[src/rtl/audio_out_sched.sv]
// ---------------------------------------------------------------------------
// audio_out_sched
//   Sample-rate scheduler and stereo mixer that feeds the audio_out FIFO.
//   A free-running divider makes one tick per sample period. On each tick the
//   block polls every enabled voice in index order, sums the signed left and
//   right samples into 36-bit accumulators, clamps them to 32 bits and writes
//   one packed frame {left, right} into the FIFO. The FIFO's wrfull is honoured.
//   Missed periods and voice timeouts are counted with saturation.
//
// Ports
//   clk           system clock
//   aclr          asynchronous active-high reset
//   enable        run scheduler; low holds the divider at 0 and aborts a frame
//   voice_en      per-voice enable mask, captured when a frame starts
//   voice_req     one-hot request to the voice being polled (registered)
//   voice_ack     polled voice presents voice_sample this cycle (may be comb.)
//   voice_sample  [63:32] left, [31:0] right, signed two's complement
//   sample        mixed frame, same packing, held between SAT updates
//   wrreq         one-cycle write strobe to the FIFO
//   wrfull        FIFO full
//   missed_cnt    saturating count of ticks dropped while a frame was busy
//   timeout_cnt   saturating count of voice polls that timed out
// ---------------------------------------------------------------------------
module audio_out_sched #(
   parameter int NUM_VOICES = 4,
   parameter int DIV        = 1042,
   parameter int TIMEOUT    = 16
) (
   input  logic                  clk,
   input  logic                  aclr,
   input  logic                  enable,
   input  logic [NUM_VOICES-1:0] voice_en,
   output logic [NUM_VOICES-1:0] voice_req,
   input  logic                  voice_ack,
   input  logic [63:0]           voice_sample,
   output logic [63:0]           sample,
   output logic                  wrreq,
   input  logic                  wrfull,
   output logic [15:0]           missed_cnt,
   output logic [15:0]           timeout_cnt
);

   localparam int CW = (DIV > 1) ? $clog2(DIV) : 1;
   // Index must be able to hold NUM_VOICES: that value marks the extra
   // request-low cycle that follows the last voice's ack or timeout.
   localparam int IW = (NUM_VOICES > 0) ? $clog2(NUM_VOICES + 1) : 1;
   localparam int WW = $clog2(TIMEOUT + 1);

   localparam logic signed [35:0] SAT_MAX = 36'sh0_7FFF_FFFF;
   localparam logic signed [35:0] SAT_MIN = 36'shF_8000_0000;

   typedef enum logic [1:0] {IDLE, POLL, SAT, WRITE} state_t;

   state_t                  state_q, state_d;
   logic [CW-1:0]           cnt_q, cnt_d;
   logic [NUM_VOICES-1:0]   en_q, en_d;
   logic [NUM_VOICES-1:0]   req_q, req_d;
   logic [IW-1:0]           idx_q, idx_d;
   logic [WW-1:0]           wait_q, wait_d;
   logic signed [35:0]      acc_l_q, acc_l_d;
   logic signed [35:0]      acc_r_q, acc_r_d;
   logic [63:0]             sample_q, sample_d;
   logic [15:0]             missed_q, missed_d;
   logic [15:0]             tmo_q, tmo_d;

   logic                    tick;
   logic                    wr;
   logic                    cur_en;
   logic signed [35:0]      add_l, add_r;

   function automatic logic [31:0] sat32(input logic signed [35:0] a);
      if (a > SAT_MAX)
         sat32 = 32'h7FFF_FFFF;
      else if (a < SAT_MIN)
         sat32 = 32'h8000_0000;
      else
         sat32 = a[31:0];
   endfunction

   always_comb begin
      tick   = enable && (cnt_q == CW'(DIV - 1));
      add_l  = {{4{voice_sample[63]}}, voice_sample[63:32]};
      add_r  = {{4{voice_sample[31]}}, voice_sample[31:0]};
      // Zero once idx reaches NUM_VOICES, so that slot reads as disabled.
      cur_en = |(en_q & (NUM_VOICES'(1) << idx_q));
   end

   always_comb begin
      state_d  = state_q;
      cnt_d    = cnt_q;
      en_d     = en_q;
      req_d    = req_q;
      idx_d    = idx_q;
      wait_d   = wait_q;
      acc_l_d  = acc_l_q;
      acc_r_d  = acc_r_q;
      sample_d = sample_q;
      missed_d = missed_q;
      tmo_d    = tmo_q;
      wr       = 1'b0;

      if (!enable)
         cnt_d = '0;
      else if (tick)
         cnt_d = '0;
      else
         cnt_d = cnt_q + CW'(1);

      // Any tick outside IDLE is dropped, including the WRITE->IDLE cycle.
      if (tick && state_q != IDLE && missed_q != 16'hFFFF)
         missed_d = missed_q + 16'd1;

      if (!enable) begin
         state_d = IDLE;
         req_d   = '0;
      end else begin
         case (state_q)
            IDLE: begin
               if (tick) begin
                  en_d    = voice_en;
                  acc_l_d = '0;
                  acc_r_d = '0;
                  idx_d   = '0;
                  wait_d  = '0;
                  // Voice 0 is requested straight away so its request lands
                  // in the first POLL cycle.
                  req_d   = {{(NUM_VOICES-1){1'b0}}, voice_en[0]};
                  state_d = POLL;
               end
            end
            POLL: begin
               if (idx_q == IW'(NUM_VOICES)) begin
                  state_d = SAT;
               end else if (req_q != '0) begin
                  if (voice_ack) begin
                     acc_l_d = acc_l_q + add_l;
                     acc_r_d = acc_r_q + add_r;
                     req_d   = '0;
                     idx_d   = idx_q + IW'(1);
                  end else if (wait_q == WW'(TIMEOUT - 1)) begin
                     if (tmo_q != 16'hFFFF)
                        tmo_d = tmo_q + 16'd1;
                     req_d = '0;
                     idx_d = idx_q + IW'(1);
                  end else begin
                     wait_d = wait_q + WW'(1);
                  end
               end else if (cur_en) begin
                  req_d  = NUM_VOICES'(1) << idx_q;
                  wait_d = '0;
               end else if (idx_q == IW'(NUM_VOICES - 1)) begin
                  state_d = SAT;
               end else begin
                  idx_d = idx_q + IW'(1);
               end
            end
            SAT: begin
               sample_d = {sat32(acc_l_q), sat32(acc_r_q)};
               state_d  = WRITE;
            end
            WRITE: begin
               if (!wrfull) begin
                  wr      = 1'b1;
                  state_d = IDLE;
               end
            end
            default: state_d = IDLE;
         endcase
      end
   end

   always_ff @(posedge clk or posedge aclr) begin
      if (aclr)
         state_q <= IDLE;
      else
         state_q <= state_d;
   end

   always_ff @(posedge clk or posedge aclr) begin
      if (aclr) begin
         cnt_q    <= '0;
         en_q     <= '0;
         req_q    <= '0;
         idx_q    <= '0;
         wait_q   <= '0;
         acc_l_q  <= '0;
         acc_r_q  <= '0;
         sample_q <= '0;
         missed_q <= '0;
         tmo_q    <= '0;
      end else begin
         cnt_q    <= cnt_d;
         en_q     <= en_d;
         req_q    <= req_d;
         idx_q    <= idx_d;
         wait_q   <= wait_d;
         acc_l_q  <= acc_l_d;
         acc_r_q  <= acc_r_d;
         sample_q <= sample_d;
         missed_q <= missed_d;
         tmo_q    <= tmo_d;
      end
   end

   assign voice_req   = req_q;
   assign sample      = sample_q;
   assign wrreq       = wr;
   assign missed_cnt  = missed_q;
   assign timeout_cnt = tmo_q;

endmodule

[config.mk]
export PLATFORM = sky130hd
export DESIGN_NAME = audio_out_sched
export DESIGN_NICKNAME = d
export VERILOG_FILES = /design/src/rtl/audio_out_sched.sv
export SDC_FILE = /design/constraint.sdc
export NUM_CORES = 1
export LEC_CHECK = 0
export ABC_AREA = 1
export ABC_CLOCK_PERIOD_IN_PS = 8600
export BUFFER_PORTS_ARGS = -buffer_cell sky130_fd_sc_hd__buf_2
export CAP_MARGIN = 20
export CORE_MARGIN = 8
export CORE_UTILIZATION = 25
export CTS_CLUSTER_SIZE = 20
export DETAILED_ROUTE_END_ITERATION = 12
export SLEW_MARGIN = 0
export SYNTH_ARGS = -nofsm -noshare
export SYNTH_HDL_FRONTEND = slang
export SYNTH_SLANG_ARGS = --single-unit
export TNS_END_PERCENT = 30
[constraint.sdc]
create_clock -name clk -period 8.6 [get_ports clk]
set_input_delay 1.29 -clock clk [delete_from_list [all_inputs] [get_ports clk]]
set_output_delay 1.29 -clock clk [all_outputs]
set_load 0.02 [all_outputs]
==> run summary, run 1 <==
The residual DRC count is 0. The top cell type's share of synthesized area came out at 36.4%. The type of the most critical hold path is reg -> reg. Headroom to the max-slew limit came out at approximately 31%.

The startpoint identified for the worst register-to-register timing path is state_q[1]$_DFFE_PP0P_. The final setup violation count is 0. The critical path is of the reg -> reg type. The initial antenna violation count is 9. After synthesis, the share of flip-flops with an asynchronous set or reset is 100%.

The post-synthesis area per instance came out at 6.75 µm². For this configuration, the core starts out at a cell density of 25.2%. After the last flow step, the layout net total stands at 2322. The detail-routed net length per standard cell came out at approximately 15 µm.

Setup repair after global routing left no endpoint under its margin. The relative area change from synthesis to final layout is 16.3%. The number of post-CTS setup repair buffers came out at 0.

The critical path required time is between 9 and 10 ns. The placed wire-length estimate came out at 32.6 mm. The insertion delay of the later-clocked pin in the worst-skew pair is 0.50 ns.

The critical path's slowest cell is sky130_fd_sc_hd__nand3_4. After detailed routing, the total wire length is between 40 and 50 mm. The number of global-route vias before repair is 12586. The worst-case IR drop observed on VDD is 144 µV.

The share of post-route cells with drive strength above 1 is 10.7%. The worst setup path is launched from a flop. The sequential share of the synthesized area is a little over a third. The most common library cell in the layout ignoring fill and taps is sky130_fd_sc_hd__nand2_1. The library cells used most frequently in the layout, excluding fill and tap cells, are 735 x sky130_fd_sc_hd__nand2_1, 228 x sky130_fd_sc_hd__nor2_1, 222 x sky130_fd_sc_hd__inv_1. The height of the die is 249 µm. In this run the worst path has a maximum fanout of 73. The number of vias per cell after detailed routing is 4.46. The detailed router finished its first iteration with slightly above 700 violations. The post-synthesis cell area came out at 0.0135 mm². Summed over all cells, the static leakage comes to 8.62 nW. Prior to clock tree synthesis, the placed netlist has a worst setup slack of 4.76 ns. The most frequent cell on the critical path is sky130_fd_sc_hd__nand2_1. Measured on the finished design, the core utilization comes to 29.3%.

The power density over cell area is 321 mW/mm². For this block, the via count after detailed routing is 12817. The summed area of non-filler cells in the final layout is about 0.016 mm². After synthesis, the cell types taking the most area are sky130_fd_sc_hd__dfrtp_1 36%, sky130_fd_sc_hd__nand2_1 20%, sky130_fd_sc_hd__ha_1 7.9%. In this run the critical register-to-register path is captured at acc_l_q[19]$_DFFE_PP0P_. The most critical setup path has its startpoint at state_q[1]$_DFFE_PP0P_. TritonCTS built the clock tree.

The number of synthesis warnings is 0. At the worst endpoint, the arrival time is between 4 and 5 ns. The number of levels in the clock H-tree came out at 4.

STA classifies the critical path endpoint as a flop. The first global-routing pass estimated 68.5 mm of wire. Buffers placed on the I/O ports in this run total between 150 and 200.

Buffers inserted during clock tree synthesis total 17. The length of the first detailed-routing pass in iterations is 6. The area enclosed by the die boundary is 0.0618 mm².

The synthesis-stage register bit count is 197. The total clock sinks is 197. The core area came out at 0.0537 mm². The total global routing track utilization is 13.8%. The routed design could run at a clock period as short as around 3.7 ns.

The most used flip-flop cell after synthesis is sky130_fd_sc_hd__dfrtp_1. The maximum count of clock buffers along a single path is 2. The horizontal die dimension is 249 µm.

The total nets after synthesis is around 2200. The pin count of the biggest net entering global routing came out at 135. The number of gates resized after CTS was 0.

Clock tree synthesis selected as its root buffer the cell sky130_fd_sc_hd__clkbuf_16. In the synthesized netlist, the number of instances is 2004. The run finished with clean final reports. The setup slack of the critical path after layout is 4.94 ns. The row count came out at 85. The distinct cell type count after synthesis came out at 39. Dividing the final minimum period by the clock period gives a little over two fifths. The total count of max-transition violations in the final report is 0.

For this design the top-level I/O count stands at about 170. Clock-pin slew was measured on the worst setup and hold paths at 0.08 ns. The design draws 5.05 mW. The number of max-cap violations came out at 0.

The register-to-register setup slack came out at 4.94 ns. The final count of hold timing violations is 0. The placed standard-cell area came out at 0.0151 mm². The weighted congestion at the end of routability-driven global placement came out at 0.895. The logic depth of the worst register-to-register path came out at 11. The most critical setup path has its endpoint at acc_l_q[19]$_DFFE_PP0P_. The post-cts hold buffer count came out at 0. The setup skew after layout is 0.0140 ns. On the worst path, the slowest cell contributes a delay of 0.74 ns. The count of flip-flops with a built-in enable after synthesis came out at 0.

Traced cell by cell, the critical path runs through inv_1, ha_1, nand2_1, o21ai_1, inv_2, nor2_1, nand3_4, nor2_4, buf_4, nand3_1, nand2_1. The fmax is 273 MHz. The number of nets with antenna violations after detailed routing is 0.

The biggest area contributor in the post-synthesis netlist is sky130_fd_sc_hd__dfrtp_1. The transition at the pin with the smallest max-transition slack is 1.03 ns. The total congestion overflow is 0. The accumulated negative setup slack came out at 0 ns.
worst max-delay path, delay by kind of cell (launching register included):
family / cells / cell delay, ns
AOI/OAI and AO/OA: 1 / 0.15
adders and majority gates: 1 / 0.47
buffers and inverters: 3 / 0.81
DFF: 1 / 0.41
and+or+nand+nor: 6 / 1.65
synthesized netlist by cell type, types with 2 or more instances:
library cell	number
sky130_fd_sc_hd__xor2_1	52
sky130_fd_sc_hd__a21o_1	4
sky130_fd_sc_hd__o41ai_1	2
sky130_fd_sc_hd__inv_2	2
sky130_fd_sc_hd__clkbuf_1	27
sky130_fd_sc_hd__nand2_1	736
sky130_fd_sc_hd__ha_1	85
sky130_fd_sc_hd__nand3_1	135
sky130_fd_sc_hd__buf_4	6
sky130_fd_sc_hd__buf_2	5
sky130_fd_sc_hd__nor3_1	24
sky130_fd_sc_hd__nor2_2	3
sky130_fd_sc_hd__or2_2	10
sky130_fd_sc_hd__a21oi_1	77
sky130_fd_sc_hd__and2_1	2
sky130_fd_sc_hd__o21bai_1	8
sky130_fd_sc_hd__nand3b_1	10
sky130_fd_sc_hd__nor3b_1	5
sky130_fd_sc_hd__xnor2_1	11
sky130_fd_sc_hd__nor4_1	11
sky130_fd_sc_hd__nor2_1	228
sky130_fd_sc_hd__nand4_1	6
sky130_fd_sc_hd__fa_1	2
sky130_fd_sc_hd__o21ai_0	117
sky130_fd_sc_hd__o21ai_1	4
sky130_fd_sc_hd__dfrtp_1	197
sky130_fd_sc_hd__inv_1	223
worst min path at each step:
| stage | end | start | slack [ns] | cells after the start |
|---|---|---|---|---|
| detailed placement | sample[22]$_DFFE_PP0P_ | sample[22]$_DFFE_PP0P_ | 0.47 | 2 |
| CTS | sample[19]$_DFFE_PP0P_ | sample[19]$_DFFE_PP0P_ | 0.49 | 2 |
| global placement | sample[22]$_DFFE_PP0P_ | sample[22]$_DFFE_PP0P_ | 0.46 | 2 |
| global route | sample[51]$_DFFE_PP0P_ | sample[51]$_DFFE_PP0P_ | 0.50 | 2 |
| floorplan | en_q[3]$_DFFE_PP0P_ | en_q[3]$_DFFE_PP0P_ | 0.44 | 2 |
| finish | sample[6]$_DFFE_PP0P_ | sample[6]$_DFFE_PP0P_ | 0.48 | 2 |
metal layers:
| layer | vias up | track usage [%] | share of wire (%) |
|---|---|---|---|
| met5 | - | 0 | 0.13 |
| met4 | 10 | 4.09 | 1.7 |
| met2 | 235 | 21.9 | 45 |
| met3 | 40 | 4.89 | 7.0 |
| li1 | 6679 | - | - |
| met1 | 5853 | 17.4 | 47 |
report_power, final:
group	switching (mW)	leakage, nW	internal (mW)
logic	1.86	5.78	0.917
clock network	0.421	0.271	0.382
registers	0.232	2.57	1.24
registers in the layout, summed over array words and instances (netlist names):
register,cells
acc_l_q,36
acc_r_q,36
cnt_q,11
en_q,4
idx_q,3
missed_cnt,16
sample,64
state_q,2
timeout_cnt,16
voice_req,4
wait_q,5
final cells by class:
class	instances	area, µm²
fill	5899	38000
clock buffer	17	425
inverter	225	852
multi-input combinational	1542	7570
sequential	197	4930
antenna	3	7.51
timing repair buffer	179	946
tap	696	871
clock inverter	15	136
stage by stage:
stage,std cells,hold slack (ns)
global route,2871,0.503
global placement,2836,0.462
floorplan,2004,0.442
detailed placement,2836,0.468
CTS,2868,0.486
finish,2874,0.480
cells by family after synthesis:
group / count (synthesis) / synth area share (%)
buf+inv: 265 / 7.62
flops: 197 / 36.4
simple gates: 1174 / 35.3
xor+xnor: 63 / 4.08
compound gates: 218 / 8.46
fa+ha+maj: 87 / 8.15
Note: power is estimated with default switching activity, not from simulation.
==> run 2: changes to the inputs <==
--- a/config.mk
+++ b/config.mk
@@ -5,8 +5,8 @@
 export SDC_FILE = /design/constraint.sdc
 export NUM_CORES = 1
 export LEC_CHECK = 0
-export ABC_AREA = 1
-export ABC_CLOCK_PERIOD_IN_PS = 8600
+export ABC_AREA = 0
+export ABC_CLOCK_PERIOD_IN_PS = 3100
 export BUFFER_PORTS_ARGS = -buffer_cell sky130_fd_sc_hd__buf_2
 export CAP_MARGIN = 20
 export CORE_MARGIN = 8
==> constraint.sdc (replaced) <==
create_clock -name clk -period 3.1 [get_ports clk]
set_input_delay 0.465 -clock clk [delete_from_list [all_inputs] [get_ports clk]]
set_output_delay 0.465 -clock clk [all_outputs]
set_load 0.02 [all_outputs]
==> run summary, run 2 <==
The number of nets in the final layout came out at 1676 (was 2322). The summed area of non-filler cells in the final layout was 0.0142 mm² (was 0.0157 mm²). The cell type with the highest aggregate area in the netlist is sky130_fd_sc_hd__dfrtp_1 (unchanged). The setup slack of the critical path after layout is 0.209 ns (was 4.94 ns). The element type at the critical path start is a flop (unchanged). The post-synthesis area per instance was 8.86 µm² (was 6.75 µm²). The flip-flop count of the largest register, all copies and words added came out at 64 (unchanged). The endpoint of the lowest-slack register-to-register path is acc_r_q[34]$_DFFE_PP0P_ (was acc_l_q[19]$_DFFE_PP0P_). The clock-pin slew reported for the worst setup and hold paths after clock tree synthesis is 0.08 ns (about the same). The number of cells produced by synthesis was 1323 (was 2004). The number of post-CTS setup repair buffers came to 0 (unchanged).

The logic depth of the worst register-to-register path came to 11 (unchanged). The final setup violation count came to 0 (unchanged). The critical-path maximum fanout came out at 5 (was 73). Outcome: finished clean (unchanged). The total global routing track utilization was 12.6% (was 13.8%). The placed wire-length estimate is 25.0 mm (was 32.6 mm). The part of the total power dissipated in the clock network came out at 43.6% (was 15.9%). The share of async-settable or async-resettable flops after synthesis came out at 100% (unchanged). Leading cell types by count after synthesis: 270 x sky130_fd_sc_hd__nand2_1, 197 x sky130_fd_sc_hd__dfrtp_1, 121 x sky130_fd_sc_hd__o21ai_0, 85 x sky130_fd_sc_hd__ha_1, 65 x sky130_fd_sc_hd__a21oi_1 (was 736 x sky130_fd_sc_hd__nand2_1, 228 x sky130_fd_sc_hd__nor2_1, 223 x sky130_fd_sc_hd__inv_1, 197 x sky130_fd_sc_hd__dfrtp_1, 135 x sky130_fd_sc_hd__nand3_1). The critical path required time came out at 3.48 ns (was 9.04 ns).

The number of top-level pins is 174 (unchanged). The root buffer selected by CTS was sky130_fd_sc_hd__clkbuf_16 (unchanged). The total count of max-transition violations in the final report was 0 (unchanged).

The number of vias per cell after detailed routing came out at 4.77 (was 4.46). The total net switching power came out at 1.34 mW (was 2.51 mW). The number of nets with antenna violations after detailed routing came out at 0 (unchanged).

The number of CTS-inserted buffers came out at 17 (unchanged). The share of post-route cells with drive strength above 1 was 19.3% (was 10.7%). The initial core utilization came out at 25.2% (about the same). The insertion delay of the later-clocked pin in the worst-skew pair came out at 0.49 ns (was 0.50 ns). The total clock sinks came out at 197 (unchanged). The length of the first detailed-routing pass in iterations came out at 4 (was 6).

The number of max-cap violations is 0 (unchanged). The sequential share of the synthesized area is 42.0% (was 36.4%). The residual DRC count came out at 0 (unchanged). The initial antenna violation count came out at 2 (was 9).

The post-synthesis cell area is 0.0117 mm² (was 0.0135 mm²). The routed via count came out at 10186 (was 12817). The distinct cell type count after synthesis was 72 (was 39).

Top cells by area, synth: sky130_fd_sc_hd__dfrtp_1 42%, sky130_fd_sc_hd__ha_1 9.1%, sky130_fd_sc_hd__nand2_1 8.6% (was sky130_fd_sc_hd__dfrtp_1 36%, sky130_fd_sc_hd__nand2_1 20%, sky130_fd_sc_hd__ha_1 7.9%). The critical path's slowest cell is sky130_fd_sc_hd__dfrtp_1 (was sky130_fd_sc_hd__nand3_4). The number of DRC markers in iteration 0 came out at 534 (was 724).

The maximum resistive drop on vdd came out at 347 µV (was 144 µV). The most common library cell in the layout ignoring fill and taps is sky130_fd_sc_hd__nand2_1 (unchanged). The worst path arrival time was 3.27 ns (was 4.10 ns).

The most used flip-flop cell after synthesis was sky130_fd_sc_hd__dfrtp_1 (unchanged). The worst slew slack as a fraction of its limit is 45.3% (was 31.1%). The setup skew after layout was 0.0137 ns (was 0.0140 ns). The placed standard-cell area came out at 0.0136 mm² (was 0.0151 mm²). The most frequent cell after synthesis was sky130_fd_sc_hd__nand2_1 (unchanged).

The horizontal die dimension is 233 µm (was 249 µm). The maximum count of clock buffers along a single path came out at 2 (unchanged). The type of the most critical hold path is in -> async (was reg -> reg). The power consumption came to 5.17 mW (was 5.05 mW). The portion of total power attributed to combinational logic is 6.6% (was 54.9%). The global-route wire length before repair came out at 54.3 mm (was 68.5 mm).

The fmax came out at 346 MHz (was 273 MHz). The total congestion overflow came out at 0 (unchanged). The detail-routed net length per standard cell came to 15.6 µm (was 14.7 µm).

The quantity of I/O buffers inserted on ports came out at 173 (unchanged). The pre-CTS worst setup slack came out at -0.116 ns (was 4.76 ns). The clock tree from TritonCTS is built (unchanged). The relative area change from synthesis to final layout is 21.5% (was 16.3%). The row count is 79 (was 85). The number of global-route vias before repair was 10282 (was 12586).

The number of synthesis warnings came out at 0 (unchanged). The height of the die came to 233 µm (was 249 µm). The leakage power summed over all cells is 7.40 nW (was 8.62 nW). Crit-path cells: ha_1, fa_1, a21o_1, a21o_1, a211o_1, a31oi_4, o21ai_2, nor2b_1, o21a_1, o21a_1, o41ai_1 (was inv_1, ha_1, nand2_1, o21ai_1, inv_2, nor2_1, nand3_4, nor2_4, buf_4, nand3_1, nand2_1). The total of fill cells in the finished design came out at 4894 (was 5899). The synthesis-stage register bit count was 197 (unchanged).

The number of levels in the clock H-tree is 4 (unchanged). The kind of end point of the critical path is a flop (unchanged). Highest-count cells in the layout ignoring fill and taps: 269 x sky130_fd_sc_hd__nand2_1, 197 x sky130_fd_sc_hd__dfrtp_1, 173 x sky130_fd_sc_hd__buf_2 (was 735 x sky130_fd_sc_hd__nand2_1, 228 x sky130_fd_sc_hd__nor2_1, 222 x sky130_fd_sc_hd__inv_1).

The final count of hold timing violations is 0 (unchanged). The shortest clock period the worst path allows after layout came to 2.89 ns (was 3.66 ns). The post-cts hold buffer count came out at 0 (unchanged). The total nets after synthesis came out at 1483 (was 2164). The weighted congestion at the end of routability-driven global placement came out at 0.862 (was 0.895). The core area came out at 0.0465 mm² (was 0.0537 mm²).

The type of the worst setup path was reg -> reg (unchanged). The count of flip-flops with a built-in enable after synthesis is 0 (unchanged). The sequential power share came to 49.8% (was 29.2%). The post-layout utilization of the core is 30.7% (was 29.3%). The pin count of the biggest net entering global routing came out at 54 (was 135). The top cell type's share of synthesized area came out at 42.0% (was 36.4%). The area enclosed by the die boundary came out at 0.0541 mm² (was 0.0618 mm²).

The net switching share of the total power came out at 26.0% (was 49.7%). The internal power summed over all cells is 3.83 mW (was 2.54 mW). Unrepaired setup endpoints after global routing: false (unchanged).

The reg-to-reg startpoint is acc_r_q[0]$_DFFE_PP0P_ (was state_q[1]$_DFFE_PP0P_). The register-to-register setup slack came out at 0.21 ns (was 4.94 ns). The transition at the pin with the smallest max-transition slack came out at 0.818 ns (was 1.03 ns). The share of the clock period used by the worst path is 93.3% (was 42.6%).

The sum of routed wire length over all layers is 33.4 mm (was 42.1 mm). The stage delay of the slowest cell on the critical path came out at 0.40 ns (was 0.74 ns). The power density over cell area is 363 mW/mm² (was 321 mW/mm²).
run 2: changes by cell type in the layout (fill, tap and decap cells not counted), sizes merged, moves of 32 or more:
cell,previous run,this run
nand2,737,270
nand3,136,51
buf,179,235
o21ai,121,153
inv,233,35
a21o,4,42
nor2,232,59
xnor2,11,51
run 2: layout make-up:
type	count	area (µm²)	area share, %
Sequential cell	197	4930	34.6
Clock buffer	21	470	3.30
Timing Repair Buffer	235	1380	9.69
Tap cell	607	759	5.33
Clock inverter	11	108	0.755
Inverter	30	116	0.817
Multi-Input combinational cell	1035	6480	45.5
Antenna cell	1	2.50	0.0176
run 2: repair_timing:
action | in CTS | in global routing
setup endpoints to repair | 0 | 9
hold endpoints to repair | 0 | 0
gates resized for setup | 0 | 5
run 2: layer usage:
layer | vias to the layer above | track usage [%] | routed length (µm)
li1 | 5037 | - | -
met1 | 4906 | 15.9 | 15400
met2 | 205 | 20.3 | 15500
met3 | 36 | 3.54 | 1930
met4 | 2 | 4.26 | 569
met5 | - | 0 | 11
run 2: worst max path at each step:
stage                               to                    from  cells after the start
6_report       acc_r_q[34]$_DFFE_PP0P_  acc_r_q[0]$_DFFE_PP0P_                     11
5_1_grt        acc_l_q[28]$_DFFE_PP0P_  acc_l_q[0]$_DFFE_PP0P_                     12
4_1_cts        acc_r_q[34]$_DFFE_PP0P_  acc_r_q[0]$_DFFE_PP0P_                     11
3_5_place_dp   acc_r_q[34]$_DFFE_PP0P_         voice_sample[0]                     12
3_3_place_gp   acc_r_q[34]$_DFFE_PP0P_         voice_sample[0]                     12
2_1_floorplan   acc_l_q[0]$_DFFE_PP0P_                    aclr                      1
run 2: metrics by stage:
stage,cells,hold slack (ns),setup TNS [ns]
after global placement,2104,0.447,-0.229
final,2137,0.136,0
after floorplan,1323,0.449,0
after detailed placement,2104,0.451,-0.382
after CTS,2136,0.113,0
after global routing,2136,0.142,0
run 2: logic make-up after synthesis:
logic type / Yosys count / share of synthesized area [%]
and+or+nand+nor: 494 / 19.0
AOI/OAI and AO/OA: 347 / 18.2
DFF: 197 / 42.0
xor gates and xnor gates: 96 / 7.17
buffers and inverters: 91 / 3.04
adders and majority gates: 87 / 9.41
muxes: 11 / 1.04
run 2: power groups by stage:
stage | Clock, mW | Sequential, mW | Combinational (mW)
after floorplan | 0 | 2.63 | 0.199
after global placement | 0 | 2.63 | 0.341
after detailed placement | 0 | 2.63 | 0.343
after CTS | 2.38 | 2.58 | 0.346
after global routing | 2.45 | 2.58 | 0.384
final | 2.25 | 2.58 | 0.341
run 2: worst max-delay path, delay by kind of cell, from the launching register on:
family | cells | cell delay (ns)
AO/OA/AOI/OAI | 8 | 1.64
adder cells (fa/ha/maj) | 2 | 0.59
flip-flops | 1 | 0.40
AND/OR/NAND/NOR | 1 | 0.15
==> run 3: changes to the inputs <==
--- a/config.mk
+++ b/config.mk
@@ -9,6 +9,7 @@
 export ABC_CLOCK_PERIOD_IN_PS = 3100
 export BUFFER_PORTS_ARGS = -buffer_cell sky130_fd_sc_hd__buf_2
 export CAP_MARGIN = 20
+export CORE_ASPECT_RATIO = 1.75
 export CORE_MARGIN = 8
 export CORE_UTILIZATION = 25
 export CTS_CLUSTER_SIZE = 20
==> run summary, run 3 (synthesis results as in run 2) <==
The quantity of I/O buffers inserted on ports came out at 173 (unchanged). The core area is 0.0466 mm² (was 0.0465 mm²). The shortest clock period the worst path allows after layout was 2.94 ns (was 2.89 ns). The total global routing track utilization was 13.3% (was 12.6%).

The final count of hold timing violations is 0 (unchanged). The sum of routed wire length over all layers came to 35.8 mm (was 33.4 mm). The length of the first detailed-routing pass in iterations is 5 (was 4). The summed area of non-filler cells in the final layout is 0.0143 mm² (was 0.0142 mm²). The area of all sequential standard cells came to 0.00493 mm² (unchanged). The number of CTS-inserted buffers came out at 17 (unchanged). The setup skew after layout came to 0.0203 ns (was 0.0137 ns).

The worst path arrival time came out at 3.28 ns (was 3.27 ns). The initial core utilization was 25.1% (was 25.2%). The number of nets in the final layout came out at 1672 (was 1676). Highest-count cells in the layout ignoring fill and taps: 269 x sky130_fd_sc_hd__nand2_1, 197 x sky130_fd_sc_hd__dfrtp_1, 173 x sky130_fd_sc_hd__buf_2 (unchanged). The flip-flop count of the largest register, all copies and words added was 64 (unchanged). The clock tree from TritonCTS is built (unchanged). The critical path's slowest cell is sky130_fd_sc_hd__dfrtp_1 (unchanged).

The number of vias per cell after detailed routing came out at 4.83 (was 4.77). The relative area change from synthesis to final layout came out at 21.8% (was 21.5%). The worst slew slack as a fraction of its limit is 34.6% (was 45.3%). The number of cells on the critical path came out at 10 (was 11). The number of DRC markers in iteration 0 was 424 (was 534). The global-route wire length before repair came out at 57.8 mm (was 54.3 mm). The type of the most critical hold path is in -> async (unchanged).

The multi-input logic area is 0.00655 mm² (was 0.00648 mm²). Unrepaired setup endpoints after global routing: false (unchanged). The endpoint of the lowest-slack register-to-register path is acc_l_q[35]$_DFFE_PP0P_ (was acc_r_q[34]$_DFFE_PP0P_). The kind of end point of the critical path was a flop (unchanged). The row count came out at 105 (was 79). The fmax is 340 MHz (was 346 MHz).

The routed via count was 10214 (was 10186). The height of the die is 302 µm (was 233 µm). The worst setup path startpoint is acc_l_q[12]$_DFFE_PP0P_ (was acc_r_q[0]$_DFFE_PP0P_). The final setup violation count was 0 (unchanged).

The placed wire-length estimate is 27.5 mm (was 25.0 mm). The stage delay of the slowest cell on the critical path is 0.40 ns (about the same). The type of the worst setup path is reg -> reg (unchanged). The transition at the pin with the smallest max-transition slack is 0.980 ns (was 0.818 ns). The clock-pin slew reported for the worst setup and hold paths after clock tree synthesis came out at 0.08 ns (about the same).

The maximum resistive drop on vdd is 271 µV (was 347 µV). The power density over cell area is 370 mW/mm² (was 363 mW/mm²). The reg-to-reg startpoint is acc_l_q[12]$_DFFE_PP0P_ (was acc_r_q[0]$_DFFE_PP0P_). Crit-path cells: ha_1, a21oi_1, o21ai_0, o21ai_0, nand3_2, a211oi_4, nor2_1, a311oi_2, nor4_1, a311o_1 (was ha_1, fa_1, a21o_1, a21o_1, a211o_1, a31oi_4, o21ai_2, nor2b_1, o21a_1, o21a_1, o41ai_1). The number of buffer and inverter stages on the critical path is 0 (unchanged). The share of the clock period used by the worst path is 94.8% (was 93.3%). The register-to-register setup slack came to 0.16 ns (was 0.21 ns). The horizontal die dimension came out at 180 µm (was 233 µm). The share of post-route cells with drive strength above 1 came to 19.9% (was 19.3%).

The residual DRC count came out at 0 (unchanged). The detail-routed net length per standard cell is 16.9 µm (was 15.6 µm). The total clock sinks came out at 197 (unchanged). The insertion delay of the later-clocked pin in the worst-skew pair is 0.46 ns (was 0.49 ns). The critical path required time is 3.44 ns (was 3.48 ns).

The pin count of the biggest net entering global routing is 70 (was 54). The root buffer selected by CTS is sky130_fd_sc_hd__clkbuf_16 (unchanged). The number of top-level pins is 174 (unchanged).

The number of nets with antenna violations after detailed routing came out at 0 (unchanged). The number of levels in the clock H-tree came out at 4 (unchanged). Outcome: finished clean (unchanged).

The most frequent cell on the critical path is sky130_fd_sc_hd__o21ai_0. The total count of max-transition violations in the final report came out at 0 (unchanged). The power consumption came out at 5.29 mW (was 5.17 mW). The post-cts hold buffer count came out at 0 (unchanged). The critical path's top delay family is compound AO/OA/AOI/OAI gates (unchanged). The logic depth of the worst register-to-register path is 10 (was 11). The element type at the critical path start was a flop (unchanged).

The maximum count of clock buffers along a single path was 2 (unchanged). The initial antenna violation count came to 3 (was 2). The number of global-route vias before repair is 10912 (was 10282). The capture point of the worst path was acc_l_q[35]$_DFFE_PP0P_ (was acc_r_q[34]$_DFFE_PP0P_). The critical-path maximum fanout was 7 (was 5). The leakage power summed over all cells came out at 7.41 nW (was 7.40 nW). The total congestion overflow is 0 (unchanged). The area enclosed by the die boundary was 0.0544 mm² (was 0.0541 mm²).

The antenna diode count came to 0 (was 1). The placed standard-cell area is 0.0136 mm² (about the same). The total of fill cells in the finished design is 4894 (unchanged). The weighted congestion at the end of routability-driven global placement is 0.854 (was 0.862). The number of max-cap violations is 0 (unchanged). The most common library cell in the layout ignoring fill and taps was sky130_fd_sc_hd__nand2_1 (unchanged).
==> run 3: cell types whose count changed in the layout (fill, tap and decap cells not counted), sizes merged <==
cell,before,now
buf,235,231
clkinvlp,2,4
diode,1,0
clkbuf,21,17
bufinv,0,2
inv,35,33
clkinv,4,6
==> run 3: power by group <==
group          total, mW  switching (mW)  internal, mW  leakage (nW)
clock network       2.37            1.14          1.23         0.291
logic              0.341           0.211         0.130          4.39
registers           2.58         0.00596          2.57          2.72
==> run 3: area by class of cell <==
| cell class | instances | share of cell area [%] |
|---|---|---|
| multi-input combinational | 1035 | 45.9 |
| clock inverter | 15 | 1.32 |
| sequential | 197 | 34.5 |
| clock buffer | 17 | 2.98 |
| timing repair buffer | 231 | 9.37 |
| inverter | 30 | 0.815 |
| tap | 588 | 5.15 |
==> run 3: through the flow <==
step	cells	utilization (%)	hold WS [ns]	TNS, ns	setup slack (ns)
after CTS	2112	30.5	0.0773	0	0.0266
after global placement	2080	29.1	0.447	-1.20	-0.207
after global routing	2113	30.6	0.105	0	0.0185
after floorplan	1323	-	0.449	0	0.0886
final	2113	30.6	0.0843	0	0.161
after detailed placement	2080	29.1	0.451	-1.74	-0.205
==> run 3: worst min path at each step <==
stage | from | endpoint | cells after the start
finish | aclr | acc_l_q[23]$_DFFE_PP0P_ | 2
CTS | aclr | acc_l_q[23]$_DFFE_PP0P_ | 2
floorplan | wait_q[4]$_DFFE_PP0P_ | wait_q[4]$_DFFE_PP0P_ | 2
global placement | sample[43]$_DFFE_PP0P_ | sample[43]$_DFFE_PP0P_ | 2
detailed placement | sample[12]$_DFFE_PP0P_ | sample[12]$_DFFE_PP0P_ | 2
global route | aclr | acc_l_q[23]$_DFFE_PP0P_ | 2
==> run 3: per-layer routing <==
| metal | vias up | share of wire, % | track usage [%] |
|---|---|---|---|
| li1 | 5040 | - | - |
| met1 | 4916 | 39 | 13.6 |
| met2 | 206 | 56 | 26.3 |
| met3 | 48 | 3.0 | 2.25 |
| met4 | 4 | 2.4 | 5.42 |
| met5 | - | 0.073 | 0 |
==> run 3: timing repair <==
item / CTS / global route
setup endpoints to repair: 6 / 10
resized for setup: 4 / 13
setup buffers: 0 / 1
pin swaps: 1 / 4
==> run 3: worst register-to-register path: cells and delay by family (launching register included) <==
family	cells	cell delay [ns]
AO/OA/AOI/OAI	6	1.65
adder cells (fa/ha/maj)	1	0.38
flip-flops	1	0.40
AND/OR/NAND/NOR	3	0.41
